<file path="config.mk">
export PLATFORM = sky130hd
export DESIGN_NAME = vme_cycle_seq
export DESIGN_NICKNAME = d
export VERILOG_FILES = /design/src/rtl/vme_cycle_seq.sv
export SDC_FILE = /design/constraint.sdc
export NUM_CORES = 1
export LEC_CHECK = 0
export CAP_MARGIN = 20
export CORE_ASPECT_RATIO = 0.8
export CORE_MARGIN = 4
export CORE_UTILIZATION = 60
export DETAILED_ROUTE_END_ITERATION = 10
export PLACE_DENSITY = 0.85
export SYNTH_ARGS = -nofsm -noshare
export SYNTH_HDL_FRONTEND = slang
export SYNTH_SLANG_ARGS = --single-unit
</file>
<file path="constraint.sdc">
create_clock -name clock -period 4.7 [get_ports clock]
set_input_delay 1.41 -clock clock [delete_from_list [all_inputs] [get_ports clock]]
set_output_delay 1.41 -clock clock [all_outputs]
set_load 0.005 [all_outputs]
</file>
<file path="src/rtl/vme_cycle_seq.sv">
// vme_cycle_seq: FIFO-fed A24/D16 VME master single-cycle sequencer.
// Define VME_SEQ_READ_CHECK_EN to compare read data against cmd_wdata.
module vme_cycle_seq #(
  parameter int         ADR_W     = 23,
  parameter int         DATA_W    = 16,
  parameter int         DEPTH     = 16,
  parameter int         SETUP_CYC = 2,
  parameter int         TIMEOUT   = 255,
  parameter logic [5:0] AM        = 6'h39
) (
  input  logic                     clock,
  input  logic                     _reset,
  input  logic                     cmd_we,
  input  logic                     cmd_rw,
  input  logic [ADR_W-1:0]         cmd_adr,
  input  logic [DATA_W-1:0]        cmd_wdata,
  output logic                     cmd_full,
  output logic [$clog2(DEPTH):0]   cmd_count,
  output logic [ADR_W-1:0]         vme_a,
  output logic [5:0]               vme_am,
  output logic                     _vme_as,
  output logic                     _vme_ds,
  output logic                     _vme_write,
  output logic [DATA_W-1:0]        vme_d_out,
  output logic                     vme_d_oe,
  input  logic [DATA_W-1:0]        vme_d_in,
  input  logic                     _vme_dtack,
  output logic                     busy,
  output logic                     rsp_valid,
  output logic [DATA_W-1:0]        rsp_rdata,
  output logic                     rsp_err,
  output logic                     rsp_mismatch
);

  localparam int AW = $clog2(DEPTH);
  localparam int CW = 1 + ADR_W + DATA_W;
  localparam logic [AW:0] FULL = (AW+1)'(DEPTH);
  localparam logic [15:0] SET_LAST = 16'(SETUP_CYC - 1);
  localparam logic [15:0] TO_LAST = 16'(TIMEOUT - 1);

  typedef enum logic [2:0] {
    IDLE, SETUP, STROBE, RELEASE, GAP
  } state_t;

  state_t state, state_n;

  logic [CW-1:0]     mem [DEPTH];
  logic [AW-1:0]     wr_ptr, rd_ptr;
  logic [AW:0]       count;
  logic              push, pop;
  logic              h_rw;
  logic [ADR_W-1:0]  h_adr;
  logic [DATA_W-1:0] h_wd;

  logic              dtk_m, dtack_s;
  logic [15:0]       cnt;
  logic              cnt_clr, cap, to_err, fire;
  logic              cyc_rw, cyc_err, mis;
  logic [DATA_W-1:0] cyc_rdata;

  assign cmd_full  = (count == FULL);
  assign cmd_count = count;
  assign push      = cmd_we && !cmd_full;
  assign {h_rw, h_adr, h_wd} = mem[rd_ptr];

  assign vme_am  = AM;
  assign _vme_as = (state != STROBE);
  assign _vme_ds = (state != STROBE);
  assign busy    = (state != IDLE) || (count != '0);

  always_ff @(posedge clock)
    if (push) mem[wr_ptr] <= {cmd_rw, cmd_adr, cmd_wdata};

  always_ff @(posedge clock or negedge _reset) begin
    if (!_reset) begin
      wr_ptr <= '0;
      rd_ptr <= '0;
      count  <= '0;
    end else begin
      if (push) wr_ptr <= wr_ptr + AW'(1);
      if (pop)  rd_ptr <= rd_ptr + AW'(1);
      if (push && !pop)      count <= count + 1'b1;
      else if (pop && !push) count <= count - 1'b1;
    end
  end

  // DTACK is asynchronous to clock
  always_ff @(posedge clock or negedge _reset) begin
    if (!_reset) begin
      dtk_m   <= 1'b0;
      dtack_s <= 1'b0;
    end else begin
      dtk_m   <= ~_vme_dtack;
      dtack_s <= dtk_m;
    end
  end

  always_ff @(posedge clock or negedge _reset)
    if (!_reset) state <= IDLE;
    else         state <= state_n;

  always_comb begin
    state_n = state;
    pop     = 1'b0;
    cnt_clr = 1'b0;
    cap     = 1'b0;
    to_err  = 1'b0;
    fire    = 1'b0;
    unique case (state)
      IDLE: if (count != '0) begin
        pop     = 1'b1;
        cnt_clr = 1'b1;
        state_n = SETUP;
      end
      SETUP: if (cnt == SET_LAST) begin
        cnt_clr = 1'b1;
        state_n = STROBE;
      end
      STROBE: if (dtack_s) begin
        cap     = 1'b1;
        cnt_clr = 1'b1;
        state_n = RELEASE;
      end else if (cnt == TO_LAST) begin
        to_err  = 1'b1;
        cnt_clr = 1'b1;
        state_n = RELEASE;
      end
      RELEASE: if (!dtack_s) begin
        fire    = 1'b1;
        state_n = GAP;
      end else if (cnt == TO_LAST) begin
        to_err  = 1'b1;
        fire    = 1'b1;
        state_n = GAP;
      end
      GAP:     state_n = IDLE;
      default: state_n = IDLE;
    endcase
  end

`ifdef VME_SEQ_READ_CHECK_EN
  logic [DATA_W-1:0] cyc_exp;

  always_ff @(posedge clock or negedge _reset)
    if (!_reset)  cyc_exp <= '0;
    else if (pop) cyc_exp <= h_wd;

  assign mis = cyc_rw && !(cyc_err || to_err)
            && (cyc_rdata != cyc_exp);

`ifndef SYNTHESIS
  always @(posedge clock)
    if (fire && mis)
      $display("vme_cycle_seq: read compare miss adr=%h got=%h exp=%h",
               vme_a, cyc_rdata, cyc_exp);
`endif
`else
  assign mis = 1'b0;
`endif

  always_ff @(posedge clock or negedge _reset) begin
    if (!_reset) begin
      cnt          <= '0;
      cyc_rw       <= 1'b0;
      cyc_err      <= 1'b0;
      cyc_rdata    <= '0;
      vme_a        <= '0;
      _vme_write   <= 1'b1;
      vme_d_out    <= '0;
      vme_d_oe     <= 1'b0;
      rsp_valid    <= 1'b0;
      rsp_rdata    <= '0;
      rsp_err      <= 1'b0;
      rsp_mismatch <= 1'b0;
    end else begin
      rsp_valid <= fire;
      if (cnt_clr)              cnt <= '0;
      else if (cnt != 16'hFFFF) cnt <= cnt + 16'd1;
      if (pop) begin
        cyc_rw     <= h_rw;
        cyc_err    <= 1'b0;
        cyc_rdata  <= '0;
        vme_a      <= h_adr;
        _vme_write <= h_rw;
        vme_d_oe   <= !h_rw;
        vme_d_out  <= h_rw ? '0 : h_wd;
      end
      if (state == STROBE && state_n == RELEASE)
        vme_d_oe <= 1'b0;
      if (cap && cyc_rw) cyc_rdata <= vme_d_in;
      if (to_err)        cyc_err   <= 1'b1;
      if (fire) begin
        vme_a        <= '0;
        _vme_write   <= 1'b1;
        vme_d_out    <= '0;
        rsp_rdata    <= cyc_rdata;
        rsp_err      <= cyc_err || to_err;
        rsp_mismatch <= mis;
      end
    end
  end

endmodule
</file>
# Word-level counts from Yosys, hierarchy flattened
# Memories as Yosys holds them, arrays and structs flattened.
# Index checks and enable logic that the tools add are counted.
# W data, S select, Z words.
[word_totals]
mem_bits_rw = 640
register_bits = 111
memories = 1
input_bits = 60
out_inout_bits = 75
word_cells = 92
[memory_table]
columns = ["name", "depth", "width", "rd", "rd_ports_with_merged_regs", "wr", "line", "text"]
rows = [
  ["mem", 16, 40, 1, 0, 1, "47", "logic [CW-1:0] mem [DEPTH];"],
]
[classes]
n_mux = 39
bitwise = 1
n_reduce_logical = 20
n_eq_ne = 9
add_sub_neg = 5
[ops]
columns = ["op", "n"]
rows = [
  ["$mux W16", 7],
  ["$mux W23", 2],
  ["$mux W1", 19],
  ["$mux W3", 6],
  ["$add A16 B1 Y16 const B", 1],
  ["$eq A16 B1 Y1 const B", 1],
  ["$eq A16 B8 Y1 const B", 1],
  ["$ne A16 B16 Y1 const B", 1],
  ["$pmux W3 S4", 1],
  ["$reduce_bool A2 Y1", 6],
  ["$mux W5", 2],
  ["$eq A3 B2 Y1 const B", 3],
  ["$add A4 B1 Y4 const B", 2],
  ["$add A5 B1 Y5 const B", 1],
  ["$eq A5 B5 Y1 const B", 1],
  ["$logic_and A1 B1 Y1", 5],
  ["$reduce_bool A5 Y1", 1],
  ["$sub A5 B1 Y5 const B", 1],
  ["$logic_not A1 Y1", 4],
  ["$eq A3 B1 Y1 const B", 1],
  ["$logic_not A3 Y1", 1],
  ["$ne A3 B2 Y1 const B", 1],
  ["$pmux W1 S3", 1],
  ["$reduce_bool A3 Y1", 1],
  ["other kinds (3)", 4],
]

# Longest topological paths before layout
# Gate-level depths: netlist (run 1).
[logic_depth]
ltp_word = 7
mapped_depth = 13

# Worst setup path before layout (run 1)
# Ideal clock, no wire load.
[synth_path]
path_type = "input to register"
startpoint = "input cmd_we"
endpoint = "memory mem[3][0] in the netlist's numbering (enable)"
setup_ps = 487
cell_stages = 4
required_ps = 4213
setup_slack_ps = -502
arrival_time_ps = 4715
cell_sequence = "nor2b_1 -> clkbuf_1 -> nand2_1 -> nor3_1"
[synth_between]
elab_chain_len = 3
[synth_rtl]
columns = ["item", "line", "text"]
rows = [
  ["from (decl)", "13", "input logic cmd_we,"],
  ["$logic_and A1 B1 Y1", "63", "assign push = cmd_we && !cmd_full;"],
  ["net push", "50", "logic push, pop;"],
  ["$mux W1", "72", "if (push) mem[wr_ptr] <= {cmd_rw, cmd_adr, cmd_wdata};"],
  ["$mux W1 (not written as such)", "72", ""],
  ["to (decl)", "47", ""],
]
# The timed path passes the listed nets, and every way through them passes these cells.

# Worst setup path in the final report (run 1)
[layout_path]
startpoint = "register count[1] (netlist: cmd_count[1])"
endpoint = "output cmd_full"
[layout_between]
elab_chain_len = 1
[layout_rtl]
columns = ["item", "line", "text"]
rows = [
  ["from (decl)", "49", "logic [AW:0] count;"],
  ["from (signal assigned)", "82", "if (push && !pop) count <= count + 1'b1;"],
  ["from (signal assigned)", "83", "else if (pop && !push) count <= count - 1'b1;"],
  ["$eq A5 B5 Y1", "61", "assign cmd_full = (count == FULL);"],
  ["to (decl)", "17", "output logic cmd_full,"],
]
# Every way passes these cells.

==> results.rst, run 1 <==
.. list-table::
   :header-rows: 1

   * - Metric
     - Value
   * - Later-pin clock latency in the skew report
     - about 0.61 ns
   * - Initial core utilization
     - 0.612
   * - CTS tree
     - done
   * - Via-to-Cell Ratio
     - approximately 6.6
   * - Post-layout minimum cycle time
     - 3.65 ns
   * - Maximum clock rate
     - 274 MHz
   * - Multiplexer fraction of the synthesized cell area
     - 0.149
   * - Nets
     - approximately 1700
   * - Crit path from
     - cmd_count[1]
   * - Final-report max-slew violation count
     - 0
   * - Part of the power in combinational logic
     - 0.281
   * - Synth Area in Adders
     - 0.00586
   * - Clock power frac
     - 0.282
   * - Reg2Reg Capture Point
     - cmd_count[4]
   * - Number of cells upsized or downsized after cts
     - 0
   * - Post-CTS clock slew at the launch and capture registers of the worst setup and hold paths
     - 0.06 ns
   * - Layout overhead on the synthesized area
     - 15.5%
   * - Standard cell core area
     - about 0.047 sq mm
   * - Mean area per synthesized cell
     - 20.2 sq um
   * - Worst setup EP type
     - primary output
   * - Data arrival, critical path
     - 2.24 ns
   * - Num rows
     - a little over 70
   * - Die Y
     - between 200 and 250 um
   * - Total power divided by cell area
     - roughly 600 mW/mm^2
   * - GRT Total Usage
     - 0.271
   * - Slowest CP cell
     - sky130_fd_sc_hd__or4_4
   * - Setup Crit Path Kind
     - reg -> out
   * - Post-detailed-routing wire length
     - 68.4 mm
   * - RSZ-0062 raised after global routing
     - no
   * - Number of antenna violations at the first check in global routing
     - 4
   * - Number of sinks on the clock net
     - about 750
   * - Share of the synthesized area in compound gates (AO/OA/AOI/OAI)
     - 0.0302
   * - Hold path start
     - dtk_m
   * - Int Power
     - around 14 mW
   * - Hold WC Path Type
     - reg -> reg
   * - H-tree Lvls
     - 3
   * - Setup WS post-layout
     - about 1.1 ns
   * - Kind of launch point of the worst setup path
     - flip-flop
   * - Result of the run
     - completed
   * - Worst endpoint required time
     - ~3.3 ns
   * - Area of the mapped netlist
     - between 0.02 and 0.03 sq mm
   * - Register-to-register path setup slack
     - roughly 1.5 ns
   * - Chip width
     - between 200 and 300 um
   * - Worst path cell trace
     - or4_4 -> nor2_1 -> clkdlybuf4s50_1
   * - # Max-Cap Violations
     - 0
   * - Detailed-router iteration count before antenna repair
     - 5
   * - Number of distinct library cell variants in the gate-level netlist after synthesis
     - 56
   * - Critical path destination
     - cmd_full
   * - Setup violations, final
     - 0
   * - Ratio of cells with drive above 1 in the final layout
     - 0.227
   * - Number of cells traversed by the worst register-to-register path
     - 13
   * - Vias in the first global route
     - about 16000
   * - Delay contributed by the slowest stage of the critical path
     - ~0.57 ns
   * - Final worst clock skew
     - between 0.02 and 0.03 ns
   * - DR DRC count
     - 0
   * - Routed wirelength normalized by instance count
     - approximately 30 um
   * - Share of synthesized area occupied by flip-flops and latches
     - 0.758
   * - Area of the die
     - 0.0520 sq mm
   * - CTS Buf Count
     - slightly above 70
   * - Setup slack after placement
     - roughly 0.8 ns
   * - Maximum vdd drop
     - ~0.00036 V
   * - Synth Warn #
     - 0
   * - DR vias
     - between 15000 and 20000
   * - Portion of total power attributed to sequential cells
     - 0.437
   * - CP Max Fanout
     - 5
   * - Remaining antenna violation count
     - 0
   * - Xor and xnor fraction of the mapped netlist area
     - 0.00694
   * - Rel. slew slack
     - 0.282
   * - Leakage component of the power
     - ~11 nW
   * - Main combinational cell family by area after synthesis
     - multiplexers
   * - Clock tree root driver cell
     - sky130_fd_sc_hd__clkbuf_16
   * - Dpl hpwl
     - around 35 mm
   * - Share of the cycle needed by the critical path after routing
     - 0.777
   * - Count of routing violations after the opening detailed-route iteration
     - approximately 1900
   * - Worst path top cell family by delay
     - simple AND/OR/NAND/NOR gates
   * - Stages on the worst setup path
     - 3
   * - Transition at the pin with the smallest max-transition slack
     - 1.08 ns
   * - Hold buffer count at cts
     - 0
   * - Largest net degree at the start of global routing
     - a little under 80
   * - Final hold viol count
     - 0
   * - Area share of and/or/nand/nor cells after synthesis
     - 0.0325
   * - Utilization of the core after routing
     - 0.707
   * - Aggregate global routing overflow
     - 0
   * - Switching Fraction
     - 0.300
   * - Routability congestion estimate
     - 0.810
   * - Global-route wire length before repair
     - around 100 mm
   * - NetSw
     - between 6 and 7 mW
   * - Post-synthesis instance total
     - about 1400
   * - IO Count
     - approximately 140
   * - Buffers plus inverters on the worst setup path
     - 1
   * - Final-layout setup total negative slack
     - 0 ns
   * - Post-CTS Setup Repair Bufs
     - 0
   * - RR Startpoint
     - cmd_count[1]
   * - Count of buffers from port buffering
     - 127
   * - CTS Buffer Depth
     - 3
   * - Number of flip-flops and latches in the synthesized netlist
     - 751
[layout make-up]
class                   instances  area (sq um)
flip-flops and latches        751         22000
fillers                      2633         13900
multi-input cells             593          6700
clock buffers                  95          1970
repair buffers                168          1680
well taps                     620           776
clock inverters                33           343
inverters                      12          45.0
diodes                          2          5.00
[layout by cell type (no fill, tap or decap), drive strengths merged, types with 4 or more instances in the layout]
master	instances
mux2	19
nand2b	4
inv	14
clkinvlp	4
clkinv	21
nor2	41
xor2	7
buf	42
and4	4
and3	4
xnor2	16
nand3	6
o21ai	62
a211o	15
clkbuf	95
a21oi	11
ha	12
nand2	121
bufinv	6
nor2b	6
clkdlybuf4s50	126
nor3	8
o21a	4
dfrtp	110
a22oi	30
edfxtp	640
conb	7
nand4	8
mux4	182
[power groups by stage]
stage | Combinational (mW) | Sequential (mW) | Clock (mW)
after global placement | 5.40 | 8.88 | 0
after detailed placement | 5.57 | 8.96 | 0
after global routing | 6.08 | 8.96 | 6.12
after floorplan | 3.94 | 8.56 | 0
after CTS | 5.74 | 8.87 | 5.81
final | 5.72 | 8.87 | 5.73
[worst min-delay path by stage]
stage,endpoint,slack [ns],depth (start not counted)
detailed placement,dtack_s,0.36,0
finish,dtack_s,0.37,0
global route,dtack_s,0.39,0
floorplan,dtack_s,0.33,0
global placement,dtack_s,0.34,0
CTS,dtack_s,0.39,0
[routing by layer]
metal | track usage | wire length [um] | part of all wire | vias up
li1 | - | - | - | 6098
met1 | 0.370 | 24800 | 0.36 | 7783
met2 | 0.438 | 34100 | 0.50 | 999
met3 | 0.0638 | 7030 | 0.10 | 182
met4 | 0.0966 | 2520 | 0.037 | 6
met5 | 0 | 34 | 0.00050 | -
[sequential cells by signal (all words and copies together) (netlist names), 3 cells and up]
name,flops
rd_ptr,4
vme_a,23
cyc_rdata,16
cnt,16
cmd_count,5
wr_ptr,4
vme_d_out,16
state,3
mem,640
rsp_rdata,16
[cells in the mapped netlist, drive strengths merged]
master | n | area [sq um]
a22oi | 30 | 225
clkbuf | 30 | 114
and4 | 4 | 35.0
o21ai | 62 | 310
nand3 | 6 | 30.0
fa | 1 | 20.0
or3 | 2 | 12.5
o22ai | 2 | 18.8
a31oi | 3 | 18.8
xor2 | 7 | 61.3
xnor2 | 16 | 140
and3 | 4 | 25.0
nor4b | 1 | 8.76
inv | 12 | 45.0
mux2 | 19 | 214
nand4 | 8 | 50.1
dfrtp | 110 | 2750
mux4 | 182 | 4100
or4 | 1 | 11.3
nor3b | 1 | 12.5
and2 | 1 | 6.26
nor4 | 2 | 18.8
edfxtp | 640 | 19200
a311oi | 1 | 15.0
ha | 12 | 150
conb | 2 | 7.51
or2 | 1 | 6.26
o32a | 1 | 10.0
nand2 | 121 | 454
o2111ai | 1 | 8.76
nor2b | 6 | 40.0
o32ai | 1 | 8.76
a41oi | 1 | 8.76
dfstp | 1 | 26.3
o21a | 4 | 30.0
o41ai | 1 | 8.76
nor2 | 41 | 169
a211o | 15 | 131
nor3 | 8 | 40.0
a211oi | 2 | 15.0
mux2i | 2 | 20.0
a21o | 1 | 7.51
a21oi | 11 | 58.8
buf | 59 | 344
nand2b | 4 | 25.0
[per-stage QoR]
step	power, mW	std cells	hold WS [ns]	area (sq um)
2_1_floorplan	12.5	1445	0.331	29100
3_3_place_gp	14.3	2143	0.337	31200
3_5_place_dp	14.5	2143	0.356	31200
4_1_cts	20.4	2271	0.387	33500
5_1_grt	21.2	2273	0.392	33500
6_report	20.3	2274	0.373	33500
[logic make-up after synthesis]
group | after synthesis
multiplexers | 203
adder cells (fa/ha/maj) | 13
AND/OR/NAND/NOR | 211
buffers and inverters | 101
flip-flops | 751
other | 2
XOR/XNOR | 23
AO/OA/AOI/OAI | 136
(Power assumes the default switching activity.)
==> run 2, diff against run 1 <==
Settings changed: CORE_UTILIZATION 60 to 54, PLACE_DENSITY 0.85 to 0.81.
Clock period 4.7 ns to 3.16 ns, I/O delays scaled along.
==> run 2 against run 1 <==
Against the previous run: sequential power grew 45%; total power grew 50%; sequential cell count is the same; critical path type unchanged; register-to-register slack lost 1.2 ns; critical endpoint is now busy; die area grew 11%; global-route usage shrank 3.1 points; core utilization shrank 6.2 points; clock power grew 45%; sequential share of layout area shrank 1.0 points.
==> results.rst, run 2 (same netlist as run 1, synthesis figures left out) <==
.. list-table::
   :header-rows: 1

   * - Metric
     - Value
   * - Result of the run
     - completed
   * - CTS Buffer Depth
     - 3
   * - Detailed-router iteration count before antenna repair
     - 5
   * - Power Total
     - a little over 30 mW
   * - Kind of launch point of the worst setup path
     - flip-flop
   * - Standard cell core area
     - ~0.053 sq mm
   * - H-tree Lvls
     - 3
   * - Layout overhead on the synthesized area
     - 17.3%
   * - Ratio of cells with drive above 1 in the final layout
     - 0.240
   * - Routed wirelength normalized by instance count
     - approximately 29 um
   * - Most common cell after layout, fill and taps aside
     - sky130_fd_sc_hd__edfxtp_1
   * - CTS tree
     - done
   * - Final worst clock skew
     - roughly 0.023 ns
   * - Vias in the first global route
     - roughly 16000
   * - Largest registers
     - mem x640, vme_a x23
   * - Hold buffer count at cts
     - 0
   * - Dpl hpwl
     - roughly 37 mm
   * - Aggregate global routing overflow
     - 0
   * - Post-route standard cell area excluding fillers
     - roughly 0.034 sq mm
   * - Initial core utilization
     - 0.550
   * - Total power divided by cell area
     - 893 mW/mm^2
   * - Remaining antenna violation count
     - 0
   * - Num rows
     - 75
   * - Data arrival, critical path
     - roughly 2.0 ns
   * - Leakage component of the power
     - between 10 and 15 nW
   * - Clock tree root driver cell
     - sky130_fd_sc_hd__clkbuf_16
   * - Post-CTS clock slew at the launch and capture registers of the worst setup and hold paths
     - approximately 0.06 ns
   * - Utilization of the core after routing
     - 0.644
   * - Nets
     - approximately 1700
   * - DR DRC count
     - 0
   * - Rel. slew slack
     - 0.288
   * - Top library cells by usage in the layout, fill and taps aside
     - sky130_fd_sc_hd__edfxtp_1, sky130_fd_sc_hd__mux4_2, sky130_fd_sc_hd__clkdlybuf4s50_1
   * - Via-to-Cell Ratio
     - around 6.3
   * - Maximum vdd drop
     - 0.000594 V
   * - CTS Buf Count
     - 71
   * - DR vias
     - 15000
   * - CP Max Fanout
     - 2
   * - Final-layout setup total negative slack
     - 0 ns
   * - Later-pin clock latency in the skew report
     - approximately 0.63 ns
   * - Maximum clock rate
     - roughly 340 MHz
   * - Die Y
     - approximately 220 um
   * - Global-route wire length before repair
     - about 100 mm
   * - RSZ-0062 raised after global routing
     - no
   * - Setup violations, final
     - 0
   * - Chip width
     - about 270 um
   * - Largest net degree at the start of global routing
     - between 80 and 90
   * - Final-report max-slew violation count
     - 0
   * - Final hold viol count
     - 0
   * - Post-detailed-routing wire length
     - ~68 mm
   * - Cell area after placement
     - 0.0318 sq mm
   * - GRT Total Usage
     - 0.240
   * - Hold WC Path Type
     - in -> async
   * - Setup Crit Path Kind
     - reg -> out
   * - # Max-Cap Violations
     - 0
   * - Max FFs per register
     - 640
   * - Reg2Reg Capture Point
     - cmd_count[4]
   * - Number of sinks on the clock net
     - roughly 750
   * - Routability congestion estimate
     - between 0.7 and 0.8
   * - Worst endpoint required time
     - ~2.2 ns
   * - Share of the cycle needed by the critical path after routing
     - 0.936
   * - Number of antenna violations at the first check in global routing
     - 8
   * - Worst setup EP type
     - primary output
   * - RR Startpoint
     - cmd_count[0]
   * - Transition at the pin with the smallest max-transition slack
     - between 1 and 1.5 ns
   * - Register with the most flip-flops
     - mem
   * - Register-to-register path setup slack
     - between 0.2 and 0.3 ns
   * - Area of the die
     - 0.0576 sq mm
   * - Post-layout minimum cycle time
     - between 2 and 3 ns
   * - Number of cells traversed by the worst register-to-register path
     - 13
   * - Count of routing violations after the opening detailed-route iteration
     - between 1500 and 2000
   * - IO Count
     - around 140
   * - Count of buffers from port buffering
     - between 100 and 150
[run 2: cell types whose count changed in the layout (fill, tap and decap cells not counted), moves of 2 or more]
cell,before,now
sky130_fd_sc_hd__buf_4,34,40
sky130_fd_sc_hd__clkbuf_8,4,1
sky130_fd_sc_hd__clkinv_1,13,18
sky130_fd_sc_hd__bufinv_16,6,4
sky130_fd_sc_hd__clkdlybuf4s50_1,126,124
sky130_fd_sc_hd__clkinv_2,6,11
sky130_fd_sc_hd__clkbuf_1,17,11
sky130_fd_sc_hd__buf_12,8,30
sky130_fd_sc_hd__dlygate4sd2_1,0,2
[run 2: repair_timing]
action / CTS / global route
resized for setup: 4 / 0
setup endpoints to repair: 2 / 0
endpoints found under the hold margin: 0 / 0
buffers inserted: 4 / 0
[run 2: worst max-delay path by stage]
stage,start,endpoint,depth (start not counted)
2_1_floorplan,cmd_we,mem[7][0],4
3_3_place_gp,cmd_we,cmd_count[4],10
3_5_place_dp,cmd_we,cmd_count[4],10
4_1_cts,cmd_count[0],busy,4
5_1_grt,cmd_count[0],cmd_count[4],13
6_report,cmd_count[0],busy,4
[run 2: report_power, final]
part | switching [mW] | internal [mW] | total [mW]
registers | 0.800 | 12.1 | 12.9
logic | 4.79 | 4.36 | 9.15
clock network | 3.64 | 4.66 | 8.29
total | 9.23 | 21.2 | 30.4
[run 2: cell type report]
class,count,area (sq um)
flip-flops and latches,751,22000
diodes,3,7.51
inverters,12,46.3
repair buffers,196,2160
clock inverters,40,344
multi-input cells,593,6710
fillers,3340,18800
well taps,693,867
clock buffers,86,1910
[run 2: worst max-delay path, cell delays in order (launching register included)]
cell and delay [ns]:
sky130_fd_sc_hd__dfrtp_1 0.38, sky130_fd_sc_hd__or4_4 0.58, sky130_fd_sc_hd__nor2_4 0.13, sky130_fd_sc_hd__nand2_1 0.05
sky130_fd_sc_hd__dlygate4sd2_1 0.27
[run 2: metal layers]
| layer | global-route usage | part of all wire | routed length, um | up-vias |
|---|---|---|---|---|
| li1 | - | - | - | 6165 |
| met3 | 0.0667 | 0.11 | 7430 | 123 |
| met5 | 0 | 0.00068 | 46 | - |
| met2 | 0.382 | 0.49 | 33200 | 872 |
| met1 | 0.335 | 0.38 | 25500 | 7783 |
| met4 | 0.0641 | 0.025 | 1690 | 8 |
[run 2: metrics by stage]
| step | std cells | hold WS, ns | setup slack (ns) |
|---|---|---|---|
| 5_1_grt | 2372 | 0.357 | 0.0812 |
| 2_1_floorplan | 1445 | 0.331 | -0.510 |
| 3_5_place_dp | 2241 | 0.346 | -0.0605 |
| 6_report | 2374 | 0.338 | 0.202 |
| 4_1_cts | 2371 | 0.338 | 0.168 |
| 3_3_place_gp | 2241 | 0.341 | 0.0304 |
